**src/rtl/store_queue.sv**
```systemverilog
// store_queue: circular store queue with CDB data capture, in-order commit,
// flush of uncommitted stores, load address lookup and head-of-queue memory write.
//
// Ports:
//   clk, nrst                      clock, asynchronous active-low reset
//   enq_*                          store allocation (valid/ready, tags, data)
//   addr_valid/addr_rob_id/addr    computed address for a queued store
//   cdb_valid/cdb                  common data bus {tag, data}
//   commit_valid/commit_invalidate/commit_id   in-order commit, discard flag
//   flush                          drop all uncommitted stores
//   ld_valid/ld_addr -> ld_hit/ld_block/ld_data   load lookup
//   mem_valid/mem_ready/mem_*      head store write to memory
//   count                          occupied entries
//
// Build option: define STORE_QUEUE_FORWARD_EN to forward ready store data to
// matching loads; otherwise any address match only blocks the load.
module store_queue #(
  parameter int DEPTH    = 8,
  parameter int DATA_W   = 32,
  parameter int ADDR_W   = 32,
  parameter int RSV_ID_W = 6
) (
  input  logic                         clk,
  input  logic                         nrst,
  input  logic                         enq_valid,
  output logic                         enq_ready,
  input  logic [RSV_ID_W-1:0]          enq_rob_id,
  input  logic [RSV_ID_W-1:0]          enq_data_id,
  input  logic [DATA_W-1:0]            enq_data,
  input  logic                         enq_data_filled,
  input  logic                         addr_valid,
  input  logic [RSV_ID_W-1:0]          addr_rob_id,
  input  logic [ADDR_W-1:0]            addr,
  input  logic                         cdb_valid,
  input  logic [RSV_ID_W+DATA_W-1:0]   cdb,
  input  logic                         commit_valid,
  input  logic                         commit_invalidate,
  input  logic [RSV_ID_W-1:0]          commit_id,
  input  logic                         flush,
  input  logic                         ld_valid,
  input  logic [ADDR_W-1:0]            ld_addr,
  output logic                         ld_hit,
  output logic                         ld_block,
  output logic [DATA_W-1:0]            ld_data,
  output logic                         mem_valid,
  input  logic                         mem_ready,
  output logic [RSV_ID_W-1:0]          mem_rob_id,
  output logic [ADDR_W-1:0]            mem_addr,
  output logic [DATA_W-1:0]            mem_data,
  output logic [$clog2(DEPTH+1)-1:0]   count
);
  localparam int PW = $clog2(DEPTH);
  localparam int CW = $clog2(DEPTH+1);

  logic [DEPTH-1:0]    vld_q, vld_d, drdy_q, drdy_d, ardy_q, ardy_d, cmt_q, cmt_d, disc_q, disc_d;
  logic [RSV_ID_W-1:0] tag_q [DEPTH];
  logic [RSV_ID_W-1:0] tag_d [DEPTH];
  logic [RSV_ID_W-1:0] did_q [DEPTH];
  logic [RSV_ID_W-1:0] did_d [DEPTH];
  logic [DATA_W-1:0]   data_q [DEPTH];
  logic [DATA_W-1:0]   data_d [DEPTH];
  logic [ADDR_W-1:0]   addr_q [DEPTH];
  logic [ADDR_W-1:0]   addr_d [DEPTH];
  logic [PW-1:0]       head_q, head_d, tail_q, tail_d;
  logic [CW-1:0]       count_q, count_d, ncmt;

  logic [RSV_ID_W-1:0] cdb_tag;
  logic [DATA_W-1:0]   cdb_data;
  logic                full, enq_fire, head_disc, pop, enq_cdb_hit;

  assign cdb_tag     = cdb[RSV_ID_W+DATA_W-1:DATA_W];
  assign cdb_data    = cdb[DATA_W-1:0];
  assign full        = count_q == CW'(DEPTH);
  assign enq_ready   = !full && !flush;
  assign enq_fire    = enq_valid && enq_ready;
  assign enq_cdb_hit = cdb_valid && cdb_tag == enq_data_id;
  assign mem_valid   = vld_q[head_q] && cmt_q[head_q] && !disc_q[head_q] && ardy_q[head_q] && drdy_q[head_q];
  assign head_disc   = vld_q[head_q] && cmt_q[head_q] && disc_q[head_q];
  assign pop         = (mem_valid && mem_ready) || head_disc;
  assign mem_rob_id  = tag_q[head_q];
  assign mem_addr    = addr_q[head_q];
  assign mem_data    = data_q[head_q];
  assign count       = count_q;

  // Commits are in order, so committed entries form a contiguous run from head.
  always_comb begin
    ncmt = '0;
    for (int i = 0; i < DEPTH; i++) ncmt = ncmt + CW'(vld_q[i] & cmt_q[i]);
  end

  always_comb begin
    vld_d  = vld_q;
    drdy_d = drdy_q;
    ardy_d = ardy_q;
    cmt_d  = cmt_q;
    disc_d = disc_q;
    tag_d  = tag_q;
    did_d  = did_q;
    data_d = data_q;
    addr_d = addr_q;
    for (int i = 0; i < DEPTH; i++) begin
      if (vld_q[i] && !drdy_q[i] && cdb_valid && cdb_tag == did_q[i]) begin
        drdy_d[i] = 1'b1;
        data_d[i] = cdb_data;
      end
      if (vld_q[i] && addr_valid && tag_q[i] == addr_rob_id) begin
        ardy_d[i] = 1'b1;
        addr_d[i] = addr;
      end
      if (vld_q[i] && commit_valid && tag_q[i] == commit_id) begin
        cmt_d[i]  = 1'b1;
        disc_d[i] = commit_invalidate;
      end
      if (flush && vld_q[i] && !cmt_q[i]) vld_d[i] = 1'b0;
      if (pop && PW'(i) == head_q) vld_d[i] = 1'b0;
      // Enqueue never targets the popping slot: enq_ready needs !full, and an empty queue cannot pop.
      if (enq_fire && PW'(i) == tail_q) begin
        vld_d[i]  = 1'b1;
        tag_d[i]  = enq_rob_id;
        did_d[i]  = enq_data_id;
        drdy_d[i] = enq_data_filled || enq_cdb_hit;
        data_d[i] = (!enq_data_filled && enq_cdb_hit) ? cdb_data : enq_data;
        ardy_d[i] = 1'b0;
        addr_d[i] = '0;
        cmt_d[i]  = 1'b0;
        disc_d[i] = 1'b0;
      end
    end
    head_d  = pop ? head_q + PW'(1) : head_q;
    tail_d  = flush ? head_q + PW'(ncmt) : enq_fire ? tail_q + PW'(1) : tail_q;
    count_d = flush ? ncmt - CW'(pop) : count_q + CW'(enq_fire) - CW'(pop);
  end

  always_ff @(posedge clk or negedge nrst) begin
    if (!nrst) begin
      vld_q   <= '0;
      drdy_q  <= '0;
      ardy_q  <= '0;
      cmt_q   <= '0;
      disc_q  <= '0;
      tag_q   <= '{default: '0};
      did_q   <= '{default: '0};
      data_q  <= '{default: '0};
      addr_q  <= '{default: '0};
      head_q  <= '0;
      tail_q  <= '0;
      count_q <= '0;
    end else begin
      vld_q   <= vld_d;
      drdy_q  <= drdy_d;
      ardy_q  <= ardy_d;
      cmt_q   <= cmt_d;
      disc_q  <= disc_d;
      tag_q   <= tag_d;
      did_q   <= did_d;
      data_q  <= data_d;
      addr_q  <= addr_d;
      head_q  <= head_d;
      tail_q  <= tail_d;
      count_q <= count_d;
    end
  end

  // Walk oldest to youngest so the last address match is the youngest store.
  logic          pend, found;
  logic [PW-1:0] idx;
`ifdef STORE_QUEUE_FORWARD_EN
  logic [PW-1:0] sel;
`endif
  always_comb begin
    pend  = 1'b0;
    found = 1'b0;
    idx   = '0;
`ifdef STORE_QUEUE_FORWARD_EN
    sel   = '0;
`endif
    for (int k = 0; k < DEPTH; k++) begin
      idx = head_q + PW'(k);
      if (vld_q[idx] && !disc_q[idx]) begin
        if (!ardy_q[idx]) pend = 1'b1;
        else if (addr_q[idx] == ld_addr) begin
          found = 1'b1;
`ifdef STORE_QUEUE_FORWARD_EN
          sel   = idx;
`endif
        end
      end
    end
  end

`ifdef STORE_QUEUE_FORWARD_EN
  assign ld_hit   = ld_valid && !pend && found && drdy_q[sel];
  assign ld_block = ld_valid && (pend || (found && !drdy_q[sel]));
  assign ld_data  = ld_hit ? data_q[sel] : '0;
`else
  assign ld_hit   = 1'b0;
  assign ld_block = ld_valid && (pend || found);
  assign ld_data  = '0;
`endif
endmodule
```
**config.mk**
```make
export PLATFORM = sky130hd
export DESIGN_NAME = store_queue
export DESIGN_NICKNAME = d
export VERILOG_FILES = /design/src/rtl/store_queue.sv
export SDC_FILE = /design/constraint.sdc
export NUM_CORES = 2
export LEC_CHECK = 0
export ABC_AREA = 0
export CAP_MARGIN = 20
export CORE_ASPECT_RATIO = 0.6
export CORE_UTILIZATION = 30
export CTS_CLUSTER_DIAMETER = 30
export DETAILED_ROUTE_END_ITERATION = 7
export GPL_TIMING_DRIVEN = 1
export SYNTH_ARGS = -nofsm -noshare
export SYNTH_HDL_FRONTEND = slang
export SYNTH_SLANG_ARGS = --single-unit
```
**constraint.sdc**
```tcl
create_clock -name clk -period 5.64 [get_ports clk]
set_input_delay 0.564 -clock clk [delete_from_list [all_inputs] [get_ports clk]]
set_output_delay 0.564 -clock clk [all_outputs]
set_load 0.05 [all_outputs]
```
==> results.yml <==
critical_path:
  setup.worst_path.start: "head_q[0]"
  critPathMaxFanout: 29
  crit_cells: 11
  crit_end: "ld_block"
  end_kind: "output pin"
  path_buf_inv: 2
  cpMaxStageDelayCell: "dfrtp_4"
  worstPathArrival_ns: 5.16
  critPathLaunchType: "register"
  crit_path_frequent_cell: "buf_12"
  r2r-start: "head_q[0]"
  reg2reg_depth: 14
  crit_family: "simple AND/OR/NAND/NOR gates"
  crit_required_ns: 5.08
  cpPeakStageDelay_ns: 0.58
  ff2ff_setup_slack_ns: 1.23
  crit_path_cell_trace: "ha_1 -> ha_4 -> buf_12 -> mux4_2 -> mux2i_1 -> xor2_2 -> nand4_1 -> nor4_1 -> a311oi_1 -> a41oi_2 -> buf_12"
  path_class: "register to output pin"
  r2r_end: "count[2]"
final_layout:
  final_nets: 5037
  areaGrowthSynthToFinish_pct: 19.7
  final_area_um2: 58900
  drive_above_1_share: 0.199
power:
  p_sw_mw: 14.0
  irDropWorstVdd_mv: 0.403
  power_leakage_nw: 24.9
  clock_power_share: 0.277
  p_int_mw: 19.3
  sw_frac_of_total: 0.421
  powerDensity_nw_per_um2: 566
  p_comb_frac: 0.479
  p_seq_frac: 0.244
sta:
  setup_viol_count_final: 1
  skew_ns: 0.0355
  post-route-period-util: 1.01
  worst_slack_ns: -0.0817
  tightestPinTransition_ns: 1.21
  hold_violations: 0
  min_period_ns: 5.72
  slew_headroom: 0.191
  rsz0062_at_grt: "no"
  finalMaxSlewViolations: 0
  max_freq_mhz: 175
synthesis:
  syn-cell-area_um2: 49300
  async_flop_share: 1.00
  yosys-top-cells-area: "dfrtp_1 (33%), mux4_2 (20%), mux2i_1 (9.3%)"
  yosysMostFrequentCell: "nor2_1"
  synth_top_cell_area_share: 0.334
  ys_seq_area_frac: 0.334
  yosys_warnings: 0
  synth.distinct_cells: 71
  synth_top_cell_by_area: "dfrtp_1"
  ys_top_cells_by_count: "nor2_1 (718), dfrtp_1 (658), nand2_1 (535), mux2i_1 (459), mux4_2 (447)"
  synth_area_per_cell_um2: 10.3
  synthFlopType: "dfrtp_1"
  ys_ff_latch: 658
  synth_edf_count: 0
  netlist_instances: 4800
die:
  die_w_um: 525
  core_um2: 162000
  num_io_pins: 279
  rows: 114
  die_h_um: 316
  dieArea_um2: 166000
  initial_core_util: 0.304
global_route:
  grt_usage: 0.252
  grt_pass1_wl_um: 305000
  grt_max_degree: 173
  antenna_found_initial: 45
  globalRouteOverflowTotal: 0
  grt_pass1_vias: 41000
drt:
  via_per_inst: 5.99
  via_count: 42700
  drtAntennaViolNets: 0
  drc: 0
  drtIter0Drc: 6483
  wl_per_cell_um: 29.8
  totalWireLength_um: 212000
  firstDrtPassIters: 8
placement:
  port_buffers: 245
  dp_hpwl_um: 143000
  preCtsSetupSlack_ns: 0.581
  place.gp.congestion: 1.05
  dpl_cell_area_um2: 53300
clocking:
  cts_tree: "built"
  clock-sinks: 658
  cts_made_buffers: 151
  clk_latency_ns: 0.78
  root_buffer: "clkbuf_16"
  clk_pin_slew_ns: 0.05
  cts.htree.levels: 4
  cts_buffer_depth: 3
min_path:
  hold_class: "primary input to async pin"
outcome:
  violations: "negative setup slack"
  status: "finished, violations left"
run:
  max-cap-violations: 0
-- flip-flops by register name (all words and copies together) (netlist names) --
name,flops
tag_q,48
cmt_q,8
head_q,3
count,4
vld_q,8
addr_q,256
disc_q,8
tail_q,3
ardy_q,8
data_q,256
did_q,48
drdy_q,8
-- cell families (layout without fill, tap and decap cells) --
family	count (synthesis)	after routing	synth area share
AND/OR/NAND/NOR	1587	1587	0.138
multiplexers	999	999	0.320
flip-flops	658	658	0.334
buffers and inverters	590	715	0.0571
AO/OA/AOI/OAI	473	473	0.0589
XOR/XNOR	462	462	0.0831
adder cells (fa/ha/maj)	30	30	0.00854
other	1	47	0.0000761
-- per-layer routing --
layer,global-route usage,up-vias,share of wire
met3,0.103,379,0.15
li1,-,17300,-
met2,0.330,3035,0.39
met5,0,-,0.0013
met1,0.370,21900,0.43
met4,0.0737,44,0.025
-- stage by stage --
| stage | std cells | TNS [ns] | util | power [mW] | hold WS (ns) |
|---|---|---|---|---|---|
| 2_1_floorplan | 4832 | 0 | - | 18.8 | 0.268 |
| 3_3_place_gp | 6820 | 0 | 0.329 | 23.3 | 0.478 |
| 3_5_place_dp | 6820 | 0 | 0.329 | 23.6 | 0.484 |
| 4_1_cts | 7097 | 0 | 0.363 | 33.1 | 0.338 |
| 5_1_grt | 7115 | 0 | 0.364 | 34.7 | 0.382 |
| 6_report | 7117 | -0.0817 | 0.364 | 33.4 | 0.354 |
-- timing repair --
action                                 CTS  global route
gates resized for setup                 14             3
gates cloned                             1             0
setup endpoints to repair                1             1
buffers inserted                         3             6
hold buffers                             1             0
endpoints found under the hold margin   65             0
pin swaps                                1             1
-- final cells by class --
cell class	instances	area [um^2]
multi-input cells	3584	30300
clock inverters	88	1270
repair buffers	382	3830
flip-flops and latches	658	16500
well taps	2146	2690
inverters	61	233
fillers	15800	103000
diodes	14	35.0
clock buffers	184	4100
-- worst register-to-register path, cell delays in order, from the launching register on --
cell and delay, ns:
dfrtp_4 0.56, buf_12 0.66, mux4_2 0.76, mux2i_1 0.45, nor2_1 0.12, a21oi_1 0.30
nor3_4 0.14, ha_1 0.32, inv_1 0.05, ha_1 0.18, inv_1 0.07, fa_1 0.41
xnor2_1 0.16, nor2_1 0.05, a21oi_1 0.11
-- power groups by stage --
stage | Combinational (mW) | Sequential, mW | Clock [mW]
global route | 16.8 | 8.32 | 9.59
CTS | 15.7 | 8.07 | 9.34
floorplan | 11.4 | 7.42 | 0
global placement | 15.3 | 8.03 | 0
finish | 16.0 | 8.15 | 9.24
detailed placement | 15.5 | 8.10 | 0
-- layout by cell type, fill, tap and decap left out, types with 13 or more instances in the layout --
| cell | n |
|---|---|
| clkinv_2 | 21 |
| nor3b_1 | 32 |
| nor2b_1 | 14 |
| o22ai_1 | 260 |
| inv_6 | 16 |
| nand3b_1 | 16 |
| diode_2 | 14 |
| nor3_1 | 44 |
| clkbuf_8 | 20 |
| bufinv_16 | 19 |
| a21oi_1 | 126 |
| buf_12 | 24 |
| conb_1 | 33 |
| buf_4 | 110 |
| mux4_2 | 447 |
| nor4_1 | 51 |
| o21ai_0 | 15 |
| dfrtp_1 | 655 |
| clkdlybuf4s50_1 | 243 |
| nor2_1 | 718 |
| xnor2_1 | 260 |
| nand3_1 | 59 |
| clkbuf_1 | 13 |
| xor2_1 | 192 |
| clkbuf_16 | 151 |
| mux2i_1 | 459 |
| ha_1 | 22 |
| nand2_1 | 535 |
| inv_1 | 56 |
| nand4_1 | 54 |
| mux2_2 | 88 |
-- worst min path at each step --
stage,from,end,slack (ns),cells after the start
after CTS,nrst,addr_q[182],0.34,2
after floorplan,nrst,addr_q[0],0.27,0
after detailed placement,did_q[15],did_q[15],0.48,2
final,nrst,addr_q[215],0.35,2
after global placement,did_q[9],did_q[9],0.48,2
after global routing,nrst,addr_q[215],0.38,2
Power figures use the tool's default switching activity.
